$ cat src/rtl/instr_loader_if.sv
// instr_loader_if: byte-stream and instruction-memory write bundle for instr_loader.
//   master: program source / memory side (drives start, byte_valid, byte_data)
//   slave : loader side (drives byte_ready, write port, status and cpu_hold)
// Signals:
//   start       load request pulse
//   byte_valid  stream byte present
//   byte_data   stream byte
//   byte_ready  loader accepts a byte this cycle
//   wr_en       instruction memory write strobe
//   wr_addr     word address of the write
//   wr_data     instruction word
//   busy        load in progress
//   done        last load succeeded
//   err         last load failed
//   word_count  words written by the current/last load
//   cpu_hold    keeps the CPU in reset while high
interface instr_loader_if #(
    parameter int ADDR_W = 6
);
    logic              start;
    logic              byte_valid;
    logic [7:0]        byte_data;
    logic              byte_ready;
    logic              wr_en;
    logic [ADDR_W-1:0] wr_addr;
    logic [31:0]       wr_data;
    logic              busy;
    logic              done;
    logic              err;
    logic [ADDR_W:0]   word_count;
    logic              cpu_hold;

    modport master (
        output start, byte_valid, byte_data,
        input  byte_ready, wr_en, wr_addr, wr_data, busy, done, err, word_count, cpu_hold
    );

    modport slave (
        input  start, byte_valid, byte_data,
        output byte_ready, wr_en, wr_addr, wr_data, busy, done, err, word_count, cpu_hold
    );
endinterface

$ cat src/rtl/instr_loader.sv
// instr_loader: receives a framed byte stream (length L, 4*L big-endian data
// bytes, XOR checksum) and writes the assembled 32-bit words to consecutive
// instruction memory addresses from 0. The CPU is held in reset until a frame
// has been loaded and its checksum verified.
// Ports:
//   clk    system clock, rising edge
//   rst_n  asynchronous active-low reset
//   bus    instr_loader_if.slave (stream handshake, memory write port, status)
module instr_loader #(
    parameter int DEPTH  = 64,
    parameter int ADDR_W = 6
) (
    input  logic           clk,
    input  logic           rst_n,
    instr_loader_if.slave  bus
);

    typedef enum logic [2:0] {
        S_IDLE,
        S_LEN,
        S_DATA,
        S_WRITE,
        S_CHK,
        S_DONE,
        S_ERR
    } state_t;

    state_t            state, state_nx;
    logic [ADDR_W:0]   len_q, len_nx;
    logic [1:0]        idx_q, idx_nx;
    logic [7:0]        acc_q, acc_nx;
    logic [31:0]       data_q, data_nx;
    logic [ADDR_W-1:0] addr_q, addr_nx;
    logic [ADDR_W:0]   cnt_q, cnt_nx;
    logic              wr_en_q, wr_en_nx;
    logic              ready_q, ready_nx;
    logic              busy_q, busy_nx;
    logic              done_q, done_nx;
    logic              err_q, err_nx;
    logic              hold_q, hold_nx;
    logic              fire;

    assign fire = bus.byte_valid && ready_q;

    // Every output is a register; byte_ready is precomputed from the next
    // state so it is already valid in the cycle the state is entered.
    always_comb begin
        state_nx = state;
        len_nx   = len_q;
        idx_nx   = idx_q;
        acc_nx   = acc_q;
        data_nx  = data_q;
        addr_nx  = addr_q;
        cnt_nx   = cnt_q;
        wr_en_nx = 1'b0;
        busy_nx  = busy_q;
        done_nx  = done_q;
        err_nx   = err_q;
        hold_nx  = hold_q;

        case (state)
            S_IDLE, S_DONE, S_ERR: begin
                if (bus.start) begin
                    state_nx = S_LEN;
                    done_nx  = 1'b0;
                    err_nx   = 1'b0;
                    cnt_nx   = '0;
                    idx_nx   = '0;
                    acc_nx   = '0;
                    busy_nx  = 1'b1;
                    hold_nx  = 1'b1;
                end
            end
            S_LEN: begin
                if (fire) begin
                    if (bus.byte_data == 8'd0 || int'(bus.byte_data) > DEPTH) begin
                        state_nx = S_ERR;
                        err_nx   = 1'b1;
                        busy_nx  = 1'b0;
                    end else begin
                        state_nx = S_DATA;
                        len_nx   = (ADDR_W+1)'(bus.byte_data);
                        acc_nx   = acc_q ^ bus.byte_data;
                    end
                end
            end
            S_DATA: begin
                if (fire) begin
                    data_nx = {data_q[23:0], bus.byte_data};
                    acc_nx  = acc_q ^ bus.byte_data;
                    idx_nx  = idx_q + 2'd1;
                    if (idx_q == 2'd3) begin
                        state_nx = S_WRITE;
                        wr_en_nx = 1'b1;
                        addr_nx  = cnt_q[ADDR_W-1:0];
                    end
                end
            end
            S_WRITE: begin
                cnt_nx   = cnt_q + 1'b1;
                state_nx = (cnt_q + 1'b1 == len_q) ? S_CHK : S_DATA;
            end
            S_CHK: begin
                if (fire) begin
                    busy_nx = 1'b0;
                    if (bus.byte_data == acc_q) begin
                        state_nx = S_DONE;
                        done_nx  = 1'b1;
                        hold_nx  = 1'b0;
                    end else begin
                        state_nx = S_ERR;
                        err_nx   = 1'b1;
                    end
                end
            end
            default: state_nx = S_IDLE;
        endcase

        ready_nx = (state_nx == S_LEN) || (state_nx == S_DATA) || (state_nx == S_CHK);
    end

    always_ff @(posedge clk or negedge rst_n) begin
        if (!rst_n) begin
            state   <= S_IDLE;
            len_q   <= '0;
            idx_q   <= '0;
            acc_q   <= '0;
            data_q  <= '0;
            addr_q  <= '0;
            cnt_q   <= '0;
            wr_en_q <= 1'b0;
            ready_q <= 1'b0;
            busy_q  <= 1'b0;
            done_q  <= 1'b0;
            err_q   <= 1'b0;
            hold_q  <= 1'b1;
        end else begin
            state   <= state_nx;
            len_q   <= len_nx;
            idx_q   <= idx_nx;
            acc_q   <= acc_nx;
            data_q  <= data_nx;
            addr_q  <= addr_nx;
            cnt_q   <= cnt_nx;
            wr_en_q <= wr_en_nx;
            ready_q <= ready_nx;
            busy_q  <= busy_nx;
            done_q  <= done_nx;
            err_q   <= err_nx;
            hold_q  <= hold_nx;
        end
    end

    assign bus.byte_ready = ready_q;
    assign bus.wr_en      = wr_en_q;
    assign bus.wr_addr    = addr_q;
    assign bus.wr_data    = data_q;
    assign bus.busy       = busy_q;
    assign bus.done       = done_q;
    assign bus.err        = err_q;
    assign bus.word_count = cnt_q;
    assign bus.cpu_hold   = hold_q;

endmodule

$ cat src/flat_wrapper.sv
// flat-port wrapper written by rule: the top's interface ports become plain ports
module instr_loader_flat 
#(
    parameter int DEPTH  = 64,
    parameter int ADDR_W = 6
)
  (clk, rst_n, bus_start, bus_byte_valid, bus_byte_data, bus_byte_ready, bus_wr_en, bus_wr_addr, bus_wr_data, bus_busy, bus_done, bus_err, bus_word_count, bus_cpu_hold);
  instr_loader_if #(.ADDR_W(ADDR_W)) bus_i ();
  input  logic clk;
  input  logic rst_n;
  input wire logic [$bits(bus_i.start)-1:0] bus_start;
  input wire logic [$bits(bus_i.byte_valid)-1:0] bus_byte_valid;
  input wire logic [$bits(bus_i.byte_data)-1:0] bus_byte_data;
  output wire logic [$bits(bus_i.byte_ready)-1:0] bus_byte_ready;
  output wire logic [$bits(bus_i.wr_en)-1:0] bus_wr_en;
  output wire logic [$bits(bus_i.wr_addr)-1:0] bus_wr_addr;
  output wire logic [$bits(bus_i.wr_data)-1:0] bus_wr_data;
  output wire logic [$bits(bus_i.busy)-1:0] bus_busy;
  output wire logic [$bits(bus_i.done)-1:0] bus_done;
  output wire logic [$bits(bus_i.err)-1:0] bus_err;
  output wire logic [$bits(bus_i.word_count)-1:0] bus_word_count;
  output wire logic [$bits(bus_i.cpu_hold)-1:0] bus_cpu_hold;
  assign bus_i.start = bus_start;
  assign bus_i.byte_valid = bus_byte_valid;
  assign bus_i.byte_data = bus_byte_data;
  assign bus_byte_ready = bus_i.byte_ready;
  assign bus_wr_en = bus_i.wr_en;
  assign bus_wr_addr = bus_i.wr_addr;
  assign bus_wr_data = bus_i.wr_data;
  assign bus_busy = bus_i.busy;
  assign bus_done = bus_i.done;
  assign bus_err = bus_i.err;
  assign bus_word_count = bus_i.word_count;
  assign bus_cpu_hold = bus_i.cpu_hold;
  instr_loader #(.DEPTH(DEPTH), .ADDR_W(ADDR_W)) u_core (.clk(clk), .rst_n(rst_n), .bus(bus_i));
endmodule
$ cat config.mk
export PLATFORM = sky130hd
export DESIGN_NAME = instr_loader_flat
export DESIGN_NICKNAME = d
export VERILOG_FILES = /design/src/rtl/instr_loader_if.sv /design/src/rtl/instr_loader.sv /design/src/flat_wrapper.sv
export SDC_FILE = /design/constraint.sdc
export NUM_CORES = 1
export LEC_CHECK = 0
export CAP_MARGIN = 20
export CORE_UTILIZATION = 57
export DETAILED_ROUTE_END_ITERATION = 8
export PLACE_DENSITY_LB_ADDON = 0.25
export SLEW_MARGIN = 15
export SYNTH_ARGS = -nofsm -noshare
export SYNTH_HDL_FRONTEND = slang
export SYNTH_SLANG_ARGS = --single-unit
$ cat constraint.sdc
create_clock -name clk -period 4.32 [get_ports clk]
set_clock_uncertainty 0.2 [all_clocks]
set_input_delay 0.864 -clock clk [delete_from_list [all_inputs] [get_ports clk]]
set_output_delay 0.864 -clock clk [all_outputs]
set_load 0.02 [all_outputs]
Word-level counts from Yosys, hierarchy flattened --
Index checks and enable logic that the tools add are counted.
Word-level totals: bits in registers 71, bits of input ports 12, output and inout bits 51, logic and storage cells 98
Cells by class: multiplexer cells 39, add/sub/neg operators 2, reduce and logical (&&, ||, !) cells 21, bitwise operators 2, eq/ne operators 20, order comparisons 1
Operator list (count):
- two-way mux 8 bit | 4
- one-hot mux 8 bit (3 select lines) | 1
- two-way mux 3 bit | 7
- two-way mux 1 bit | 16
- one-hot mux 3 bit (5 select lines) | 1
- one-hot mux 7 bit (2 select lines) | 1
- == test 3 bit, second input constant | 4
- inequality test 2 x 1 -> 1 bit, second input constant | 5
- AND reduction 5 bit | 2
- == test 3 x 2 -> 1 bit, second input constant | 3
- AND reduction 3 bit | 3
- == test 8 bit | 1
- greater-than comparator 8 x 7 -> 1 bit, second input constant | 1
- logical NOT 8 bit | 1
- bitwise XOR 8 bit | 1
- adder 7 x 1 -> 7 bit, second input constant | 1
- == test 7 bit | 1
- two-way mux 7 bit | 1
- == test 3 x 1 -> 1 bit, second input constant | 2
- two-way mux 2 bit | 3
- inequality test 2 bit, second input constant | 3
- one-hot mux 1 bit (3 select lines) | 2
- AND reduction 6 bit | 1
- nonzero test 2 bit | 3
- other kinds (12) | 17

Depth between registers and ports, before layout --
depth after elaboration 8, gate-level depth with buffers 7, depth with buffers taken out 6

Worst setup path before layout --
OpenSTA, ideal clock, no wires.
kind input to register, start in bus_byte_data[0], end reg u_core.len_q[2], data arrival time 2.054 ns, path slack 1.941 ns, path buffers 1, stages 5, required time 3.995 ns, cells stage by stage nor4_2 -> and3_1 -> o2111a_2 -> buf_6 -> mux2_4
On the way: longest elaborated chain between the ends 4, elaborated cells on any way between the ends 5, classes of those cells order compare: 1; bitwise: 1; reduce/logical: 3
Ends and longest elaborated chain:
- from (decl) | RTL line flat_wrapper.sv:13 | input wire logic [$bits(bus_i.byte_data)-1:0] bus_byte_data;
- greater-than comparator 8 x 7 -> 1 bit or logical NOT 8 bit (tied branches) | RTL line instr_loader.sv:76 | if (bus.byte_data == 8'd0 || int'(bus.byte_data) > DEPTH) begin
- logical OR 1 bit * | RTL line instr_loader.sv:76
- inverter 1 bit (no line) *
- AND reduction 3 bit (no line) *
- to (signal assigned) | RTL line instr_loader.sv:139 | len_q <= len_nx;
- to (decl) | RTL line instr_loader.sv:29 | logic [ADDR_W:0] len_q, len_nx;
Every way passes the cells marked *; elsewhere a longest branch is shown, timed or not. A chain may end at the register's enable or synchronous reset.

Final worst setup path --
start in bus_byte_data[0], end reg u_core.acc_q[3]
On the way: longest elaborated chain between the ends 4, elaborated cells on any way between the ends 5, classes of those cells order compare: 1; eq/ne: 1; reduce/logical: 3
Ends and longest elaborated chain:
- greater-than comparator 8 x 7 -> 1 bit or logical NOT 8 bit (tied branches) | RTL line instr_loader.sv:76
- logical OR 1 bit * | RTL line instr_loader.sv:76
- inequality test 2 bit (no line) *
- AND reduction 5 bit (no line) *
- to (signal assigned) | RTL line instr_loader.sv:141 | acc_q <= acc_nx;
- to (decl) | RTL line instr_loader.sv:31 | logic [7:0] acc_q, acc_nx;
Marks and branches as above.

==> reports/qor.txt <==
Reg-to-Reg Start: u_core.state[0]$_DFF_PN0_
Worst setup SP type: input pin
clk root buf: clkbuf_8
initial antenna violation count: 0
Pins Over Slew Limit: 0
Via Count: 2889
min-delay src: u_core.bus.wr_addr[4]$_DFFE_PN0P_
WS Path Type: in2reg
Wirelength per Cell: 16.8 um
die width: 82.3 um
register bit total from synthesis: 71
gr usage total: 0.257
Resize count post-CTS: 0
Synth Flop Type: dfrtp_1
critical path's slowest cell: o211ai_1
final instance area: 0.00453 sq mm
Hold Buf Count CTS: 0
Detail Placement HPWL: 5.27 mm
drt initial violations: 231
Initial Utilization: 0.607
share of cells above drive strength 1: 0.175
Remaining Overflow, GRT: 0
TNS Setup: 0 ps
crit path DAT: 2950 ps
Power Total: 2.94 mW
Syn Area/Cell: 10.9 sq um
TritonCTS buffer count: 9
first-pass GRT wire length: 13.0 mm
Final #Nets: 410
Final Critical Period: 2890 ps
die area: 0.00678 sq mm
DR DRC count: 0
number of cell rows: 28
leakage power: 1.96 nW
clk_lat worst skew: 350 ps
Port Buffers: 62
most frequent cells in the layout: dfrtp_1, clkdlybuf4s50_1, mux2_2
synth unique cells: 55
max_cap viols: 0
Final Setup Violations: 0
Data required, critical path: 4380 ps
Fmax: 346 MHz
Placed Instance Area: 0.00432 sq mm
routability cong.: 0.843
setup repair bufs after CTS: 0
post-synthesis net count: 352
CP Cell Sequence: clkdlybuf4s50_1, nor4_2, a21oi_1, o211ai_1, a21oi_1, mux2i_1
number of synthesized flops with an enable pin: 0
worst hold slack: 283 ps
mapped cell area: 0.00368 sq mm
most frequent CP cell: a21oi_1
total wire length: 7.99 mm
largest net degree at the start of global routing: 43
Ys Warns: 0
CTS H-tree depth: 3
Clock transition at path regs: 80 ps
Ports: 63
CTS tree: built
clock sink count: 71
vias in the first global route: 2625
Seq/Total Area, Yosys: 0.483
status: finished clean
Crit. Startpoint: bus_byte_data[0]
commonest non-fill, non-tap cell in the layout: dfrtp_1
Cells after Synth: 338
ANT nets after route: 0
Slew @ Worst Pin: 966 ps
Worst Path Max Fanout: 8
clock buffer depth: 2
ys async rst share: 1.00
via density per instance: 6.08
Core ar.: 0.00606 sq mm
HP Class: reg2reg
1st-pass router iterations: 5
RSZ-0062 raised after global routing: no
synthesis-to-finish area growth: 23.2%
CP Capture Type: flip-flop
Rel. slew slack: 0.356
highest cell delay on the worst timing path: 640 ps
pwr dens: 650 mW/mm^2
Antenna Cells: 0
overall die height: 82.3 um
final worst-path cycle share: 0.668
VDD IR-drop max: 0.515 mV
final hold violations: 0
## where the power goes
| group | leakage (nW) | total [mW] | internal [mW] | switching (mW) |
|---|---|---|---|---|
| Combinational | 0.933 | 1.26 | 0.634 | 0.628 |
| Clock | 0.105 | 0.571 | 0.321 | 0.250 |
| Sequential | 0.921 | 1.11 | 0.878 | 0.235 |
| Total | 1.96 | 2.94 | 1.83 | 1.11 |
## layer usage
metal	vias to the layer above	GRT usage	wire, um
met2	113	0.403	3930
met5	-	0	0
met1	1423	0.344	3410
li1	1342	-	-
met3	11	0.0681	527
met4	0	0.0860	110
## per-stage QoR
step,util,setup slack (ps),cells
finish,0.748,1430,475
global route,0.748,1250,475
CTS,0.748,1460,475
detailed placement,0.713,1100,460
global placement,0.713,1150,460
floorplan,-,1940,338
## synth_stat cells, types with 3 or more instances
| library cell | instances | area (sq um) |
|---|---|---|
| clkbuf_1 | 5 | 18.8 |
| nor3_1 | 3 | 15.0 |
| dfrtp_1 | 70 | 1750 |
| mux2i_1 | 8 | 80.1 |
| o21bai_1 | 3 | 22.5 |
| xor2_1 | 13 | 114 |
| mux2_2 | 41 | 462 |
| o21ai_0 | 12 | 60.1 |
| a21o_1 | 5 | 37.5 |
| a22o_1 | 4 | 35.0 |
| o21ai_1 | 8 | 40.0 |
| a21oi_1 | 26 | 130 |
| xnor2_1 | 3 | 26.3 |
| nand3_1 | 3 | 15.0 |
| nor2_1 | 20 | 75.1 |
| a2111oi_0 | 4 | 35.0 |
| nand2b_1 | 6 | 37.5 |
| nand4_1 | 3 | 18.8 |
| mux2_4 | 3 | 45.0 |
| buf_2 | 10 | 50.1 |
| nand2_1 | 22 | 82.6 |
| a21boi_0 | 5 | 37.5 |
| inv_1 | 5 | 18.8 |
| nor2b_1 | 6 | 37.5 |
| o21a_1 | 6 | 45.0 |
| o22ai_1 | 7 | 43.8 |
## critical path: cells and delay by family
family	cells	cell delay, ps
multiplexers	1	180
AO/OA/AOI/OAI	3	950
buffers and inverters	1	580
AND/OR/NAND/NOR	1	380
## logic make-up after synthesis
kind of cell / Yosys count / share of synthesized area
compound gates: 96 / 0.174
simple gates: 79 / 0.110
xor+xnor: 16 / 0.0381
buf+inv: 22 / 0.0289
fa+ha+maj: 2 / 0.00680
mux: 52 / 0.160
flops: 71 / 0.483
## registers in the layout, summed over array words and instances, names as in the netlist
name	count
u_core.bus.wr_data	32
u_core.acc_q	8
u_core.bus.word_count	7
u_core.len_q	7
u_core.bus.wr_addr	6
u_core.state	3
u_core.idx_q	2
u_core.bus.busy	1
u_core.bus.byte_ready	1
u_core.bus.cpu_hold	1
u_core.bus.done	1
u_core.bus.err	1
u_core.bus.wr_en	1
## final timing paths
check	endpoint	slack (ps)	cells past startpoint
max in group asynchronous	u_core.bus.wr_data[4]$_DFFE_PN0P_	2540	2
worst min-delay path	u_core.bus.wr_addr[4]$_DFFE_PN0P_	280	2
worst max register to register	u_core.len_q[0]$_DFFE_PN0P_	1510	4
min in group asynchronous	u_core.bus.wr_addr[1]$_DFFE_PN0P_	450	1
worst max-delay path	u_core.acc_q[3]$_DFFE_PN0P_	1430	6
worst min register to register	u_core.bus.wr_addr[4]$_DFFE_PN0P_	280	2
## area by class of cell
type                    count  area (sq um)
multi-input cells         245          1800
flip-flops and latches     71          1780
fillers                   414          1530
repair buffers             64           631
clock buffers               9           124
well taps                  75          93.8
clock inverters             6          86.3
inverters                   5          18.8
(Power assumes the default switching activity.)
==> RTL change 1, RTL diff (same flow settings) <==
`ADDR_W` is set to 6 in 3 places; all go to 4.
--- a/src/rtl/instr_loader_if.sv
+++ b/src/rtl/instr_loader_if.sv
@@ -16,5 +16,5 @@
 //   cpu_hold    keeps the CPU in reset while high
 interface instr_loader_if #(
-    parameter int ADDR_W = 6
+    parameter int ADDR_W = 4
 );
     logic              start;
--- a/src/rtl/instr_loader.sv
+++ b/src/rtl/instr_loader.sv
@@ -9,5 +9,5 @@
 module instr_loader #(
     parameter int DEPTH  = 64,
-    parameter int ADDR_W = 6
+    parameter int ADDR_W = 4
 ) (
     input  logic           clk,
--- a/src/flat_wrapper.sv
+++ b/src/flat_wrapper.sv
@@ -3,5 +3,5 @@
 #(
     parameter int DEPTH  = 64,
-    parameter int ADDR_W = 6
+    parameter int ADDR_W = 4
 )
   (clk, rst_n, bus_start, bus_byte_valid, bus_byte_data, bus_byte_ready, bus_wr_en, bus_wr_addr, bus_wr_data, bus_busy, bus_done, bus_err, bus_word_count, bus_cpu_hold);
Ports: changed (resized bus_word_count and bus_wr_addr); port bits go from 63 to 59. The function was not compared with the original's and may differ.
==> RTL change 1 against the unedited design <==
Fmax increased by 3.1%; synthesized area fell by 17%; worst setup slack gained 86 ps; power down 3.3%; cell count decreased by 20%; hold slack gained 1.8 ps; routed wire length down 26%; utilization up 0.61 points; sequential cell count decreased by 6; clock power is 11% lower; final area shrank 14%; sequential power shrank 5%; largest cell class is now sequential cells.
==> RTL change 1: results (changes against the unedited design) <==
metric,value,unit,change
sequentialPower,1.06,mW,-5%
met2_wirelength,2970,um,-24%
drive_above_1_share,23.3,%,+5.8 points
firstDrtPassIters,4,,-1
p_seq_share,37.2,%,-0.6 points
port_buffers,58,,-6.5%
nonClkBufAreaFrac,15.2,%,+1.3 points
clkCellAreaFrac,5.07,%,+0.43 points
synth_fp_nets,257,,-27%
place_area,3680,um2,-15%
sh_seq_area,42.0,%,+2.8 points
wl_met3,196,um,-63%
status,"complete, no violations",,
switching_power,1.05,mW,-6.1%
critPathMaxFanout,9,,+1
use_met2,37.6,%,-2.7 points
routedWlPerCell,15.5,um,-7.6%
layout.nets,318,,-22%
vias,2112,,-27%
die-area,5650,um2,-17%
signal_buffers,60,,-6.3%
met3_usage,4.82,%,-2.0 points
use_met1,28.9,%,-5.5 points
grt_util_all_layers,22.9,%,-2.8 points
multi_input_area_share,34.9,%,-4.8 points
arrival,2820,ps,-130 ps
syn_inst,243,,-28%
slew_headroom,56.8,%,+21 points
dp_slack,1210,ps,+111 ps
hpwl,4090,um,-22%
synth_cell_types,45,,-18%
drt-met1-wl,2610,um,-23%
peakVddDrop,0.551,mV,+7.0%
grt_pass1_vias,2007,,-24%
power.leakage,1.69,nW,-14%
wl,5890,um,-26%
synth_area_leaders,"dfrtp_1, mux2_2, xnor2_1",,
RTL change 1: cell types whose count changed after synthesis, moves of 7 or more:
| cell | delta |
|---|---|
| xor2_1 | -9 |
| xnor2_1 | +7 |
| o2bb2ai_1 | +9 |
| mux2i_1 | -7 |
| a21oi_1 | -20 |
| nor2_1 | -10 |
| nand2_1 | -13 |
RTL change 1: worst max-delay path, stage by stage:
cell	delay, ps
clkdlybuf4s50_1	580
nor4_4	360
nand4b_2	200
a21boi_4	300
or2b_4	230
o21ai_0	120
o2bb2ai_1	140
RTL change 1: cell families (layout without fill, tap and decap cells):
| kind of cell | after synthesis | after routing | synth area share [%] |
|---|---|---|---|
| xor gates and xnor gates | 15 | 15 | 4.80 |
| DFF | 65 | 65 | 53.3 |
| buffers and inverters | 15 | 81 | 2.50 |
| AOI/OAI and AO/OA | 44 | 44 | 10.5 |
| muxes | 44 | 44 | 16.2 |
| adders and majority gates | 3 | 3 | 1.15 |
| and+or+nand+nor | 57 | 57 | 11.5 |
RTL change 1: worst paths after layout:
kind / from / to / slack, ps / cells after the start
min in group clk: u_core.bus.busy$_DFFE_PN0P_ / u_core.bus.busy$_DFFE_PN0P_ / 290 / 1
hold / removal: rst_n / u_core.bus.wr_data[30]$_DFFE_PN0P_ / 290 / 1
setup / recovery: bus_byte_data[2] / u_core.acc_q[3]$_DFFE_PN0P_ / 1520 / 7
max in group asynchronous: rst_n / u_core.bus.wr_data[1]$_DFFE_PN0P_ / 2700 / 2
hold reg to reg: u_core.bus.busy$_DFFE_PN0P_ / u_core.bus.busy$_DFFE_PN0P_ / 290 / 1
setup reg to reg: u_core.state[0]$_DFF_PN0_ / u_core.bus.word_count[2]$_DFFE_PN0P_ / 2040 / 5
==> RTL change 2, RTL diff (same settings) <==
Made on the original files. The 7 states of `state_t` get a one-hot encoding in 7 bits.
--- a/src/rtl/instr_loader.sv
+++ b/src/rtl/instr_loader.sv
@@ -16,12 +16,12 @@
 );
 
-    typedef enum logic [2:0] {
-        S_IDLE,
-        S_LEN,
-        S_DATA,
-        S_WRITE,
-        S_CHK,
-        S_DONE,
-        S_ERR
+    typedef enum logic [6:0] {
+        S_IDLE  = 7'b0000001,
+        S_LEN   = 7'b0000010,
+        S_DATA  = 7'b0000100,
+        S_WRITE = 7'b0001000,
+        S_CHK   = 7'b0010000,
+        S_DONE  = 7'b0100000,
+        S_ERR   = 7'b1000000
     } state_t;
 
Behaviour: same outputs for any inputs over 10 cycles, from zero or initial values and one cycle with rst_n low; not proved beyond that.
==> RTL change 2 against the unedited design <==
First-iteration DRC count fell by 43%; final area fell by 3.8%; worst setup slack got worse by 29 ps; sequential cell count grew 4; register-to-register slack better by 140 ps; routed wire length shrank 9.5%; synthesized area decreased by 4.0%; largest cell class is now sequential cells.
Power is not compared: it rests on default switching activity, and its combinational part moved more than twofold at a synthesized area within 25%.
==> RTL change 2: results (changes against the unedited design) <==
metric,value,unit,change
status,"complete, no violations",,
antenna_found_initial,0,,unchanged
place_congestion,0.819,,-2.9%
nFillCells,414,,unchanged
hpwl,4920,um,-6.6%
ys.flop_type,dfrtp_1,,
htree_levels,3,,unchanged
firstDrtPassIters,4,,-1
syn_inst,315,,-6.8%
min_path_cells,2,,unchanged
clock_latency,350,ps,about the same
cts_setup_buffers,0,,unchanged
diodes,0,,unchanged
synth_fp_nets,329,,-6.5%
layout.nets,389,,-5.1%
drive_above_1_share,17.4,%,-0.086 points
dr.first_iter.drc_count,131,,-43%
path_delay_family,compound AO/OA/AOI/OAI gates,,
dp_slack,1050,ps,-47.8 ps
ys_warn_count,0,,unchanged
post_drt_via_cell_ratio,5.82,,-4.3%
cpMaxStageDelayCell,a211o_1,,
dpl.cell_count,439,,-4.6%
grt_pass1_wl,12000,um,-7.5%
synth_area_leaders,"dfrtp_1, mux2_2, nand2_1",,
critPathMaxFanout,17,,+9
cts_buffers,9,,unchanged
routedWlPerCell,15.9,um,-5.3%
cts_root_buffer,clkbuf_8,,
grt_max_degree,76,,+77%
arrival,2920,ps,-30 ps
ys_seq_area_share,53.2,%,+4.9 points
worst_pin_slew,958,ps,-8.76 ps
async_flop_share,100,%,unchanged
port_buffers,62,,unchanged
hold_class,flop to flop,,
cts.clk_slew.worst_paths,80,ps,about the same
power.leakage,2.05,nW,
vias,2642,,-8.5%
peakVddDrop,0.223,mV,
synth_common_cells,"dfrtp_1, nand2_1, mux2_2, o21ai_0",,
clock_path_buffers,2,,unchanged
r2r_cells,4,,unchanged
cts_repair_resize_count,0,,unchanged
largest_reg_flops,32,,unchanged
grt_pass1_vias,2539,,-3.3%
syn_area,3530,um2,-4.0%
grt_util_all_layers,24.9,%,-0.76 points
synth_cell_types,49,,-11%
max_stage_delay,590,ps,-50 ps
-- RTL change 2: path summary, 6_finish.rpt --
kind | from | slack [ps] | endpoint
max in group asynchronous | rst_n | 2880 | u_core.bus.wr_data[23]$_DFFE_PN0P_
hold reg to reg | u_core.bus.cpu_hold$_DFFE_PN1P_ | 270 | u_core.bus.cpu_hold$_DFFE_PN1P_
hold / removal | u_core.bus.cpu_hold$_DFFE_PN1P_ | 270 | u_core.bus.cpu_hold$_DFFE_PN1P_
setup reg to reg | u_core.state[3]$_DFF_PN0_ | 1650 | u_core.acc_q[7]$_DFFE_PN0P_
min in group asynchronous | rst_n | 450 | u_core.bus.wr_en$_DFF_PN0_
setup / recovery | bus_byte_data[1] | 1400 | u_core.acc_q[0]$_DFFE_PN0P_
-- RTL change 2: final cells by class --
cell class,instances,share of cell area [%]
inverter,14,1.21
timing repair buffer,62,14.2
clock buffer,11,3.48
tap,75,2.15
sequential,75,43.1
clock inverter,4,1.15
multi-input combinational,213,34.7
-- RTL change 2: per-stage QoR --
step	cell area (um2)	hold slack [ps]
floorplan	3530	294
global placement	4160	250
detailed placement	4160	253
CTS	4360	265
global route	4360	272
finish	4360	266
-- RTL change 2: metal layers --
layer | share of wire [%] | vias up | track usage, %
li1 | - | 1233 | -
met1 | 44 | 1317 | 32.0
met2 | 49 | 80 | 40.3
met3 | 5.5 | 12 | 5.11
met4 | 1.6 | 0 | 11.6
met5 | 0 | - | 0
-- RTL change 2: worst reg2reg max path: stages (launching register included) --
cell       delay (ps)
dfrtp_1           450
nor4_2            500
o2111ai_1         590
o211ai_1          600
o22ai_1           180
-- RTL change 2: where the power goes --
part	total [mW]	leakage, nW	internal, mW	switching, mW
Sequential	0.805	1.03	0.756	0.0489
Combinational	0.384	0.926	0.163	0.221
Clock	0.541	0.0974	0.294	0.247
-- RTL change 2: logic make-up (layout without fill, tap and decap cells) --
kind of cell,after synthesis,count (layout),share of synthesized area [%]
adder cells (fa/ha/maj),2,2,0.709
XOR/XNOR,19,19,4.71
AND/OR/NAND/NOR,87,87,13.0
multiplexers,40,40,12.8
buffers and inverters,27,91,3.93
AO/OA/AOI/OAI,65,65,11.6
flip-flops,75,75,53.2
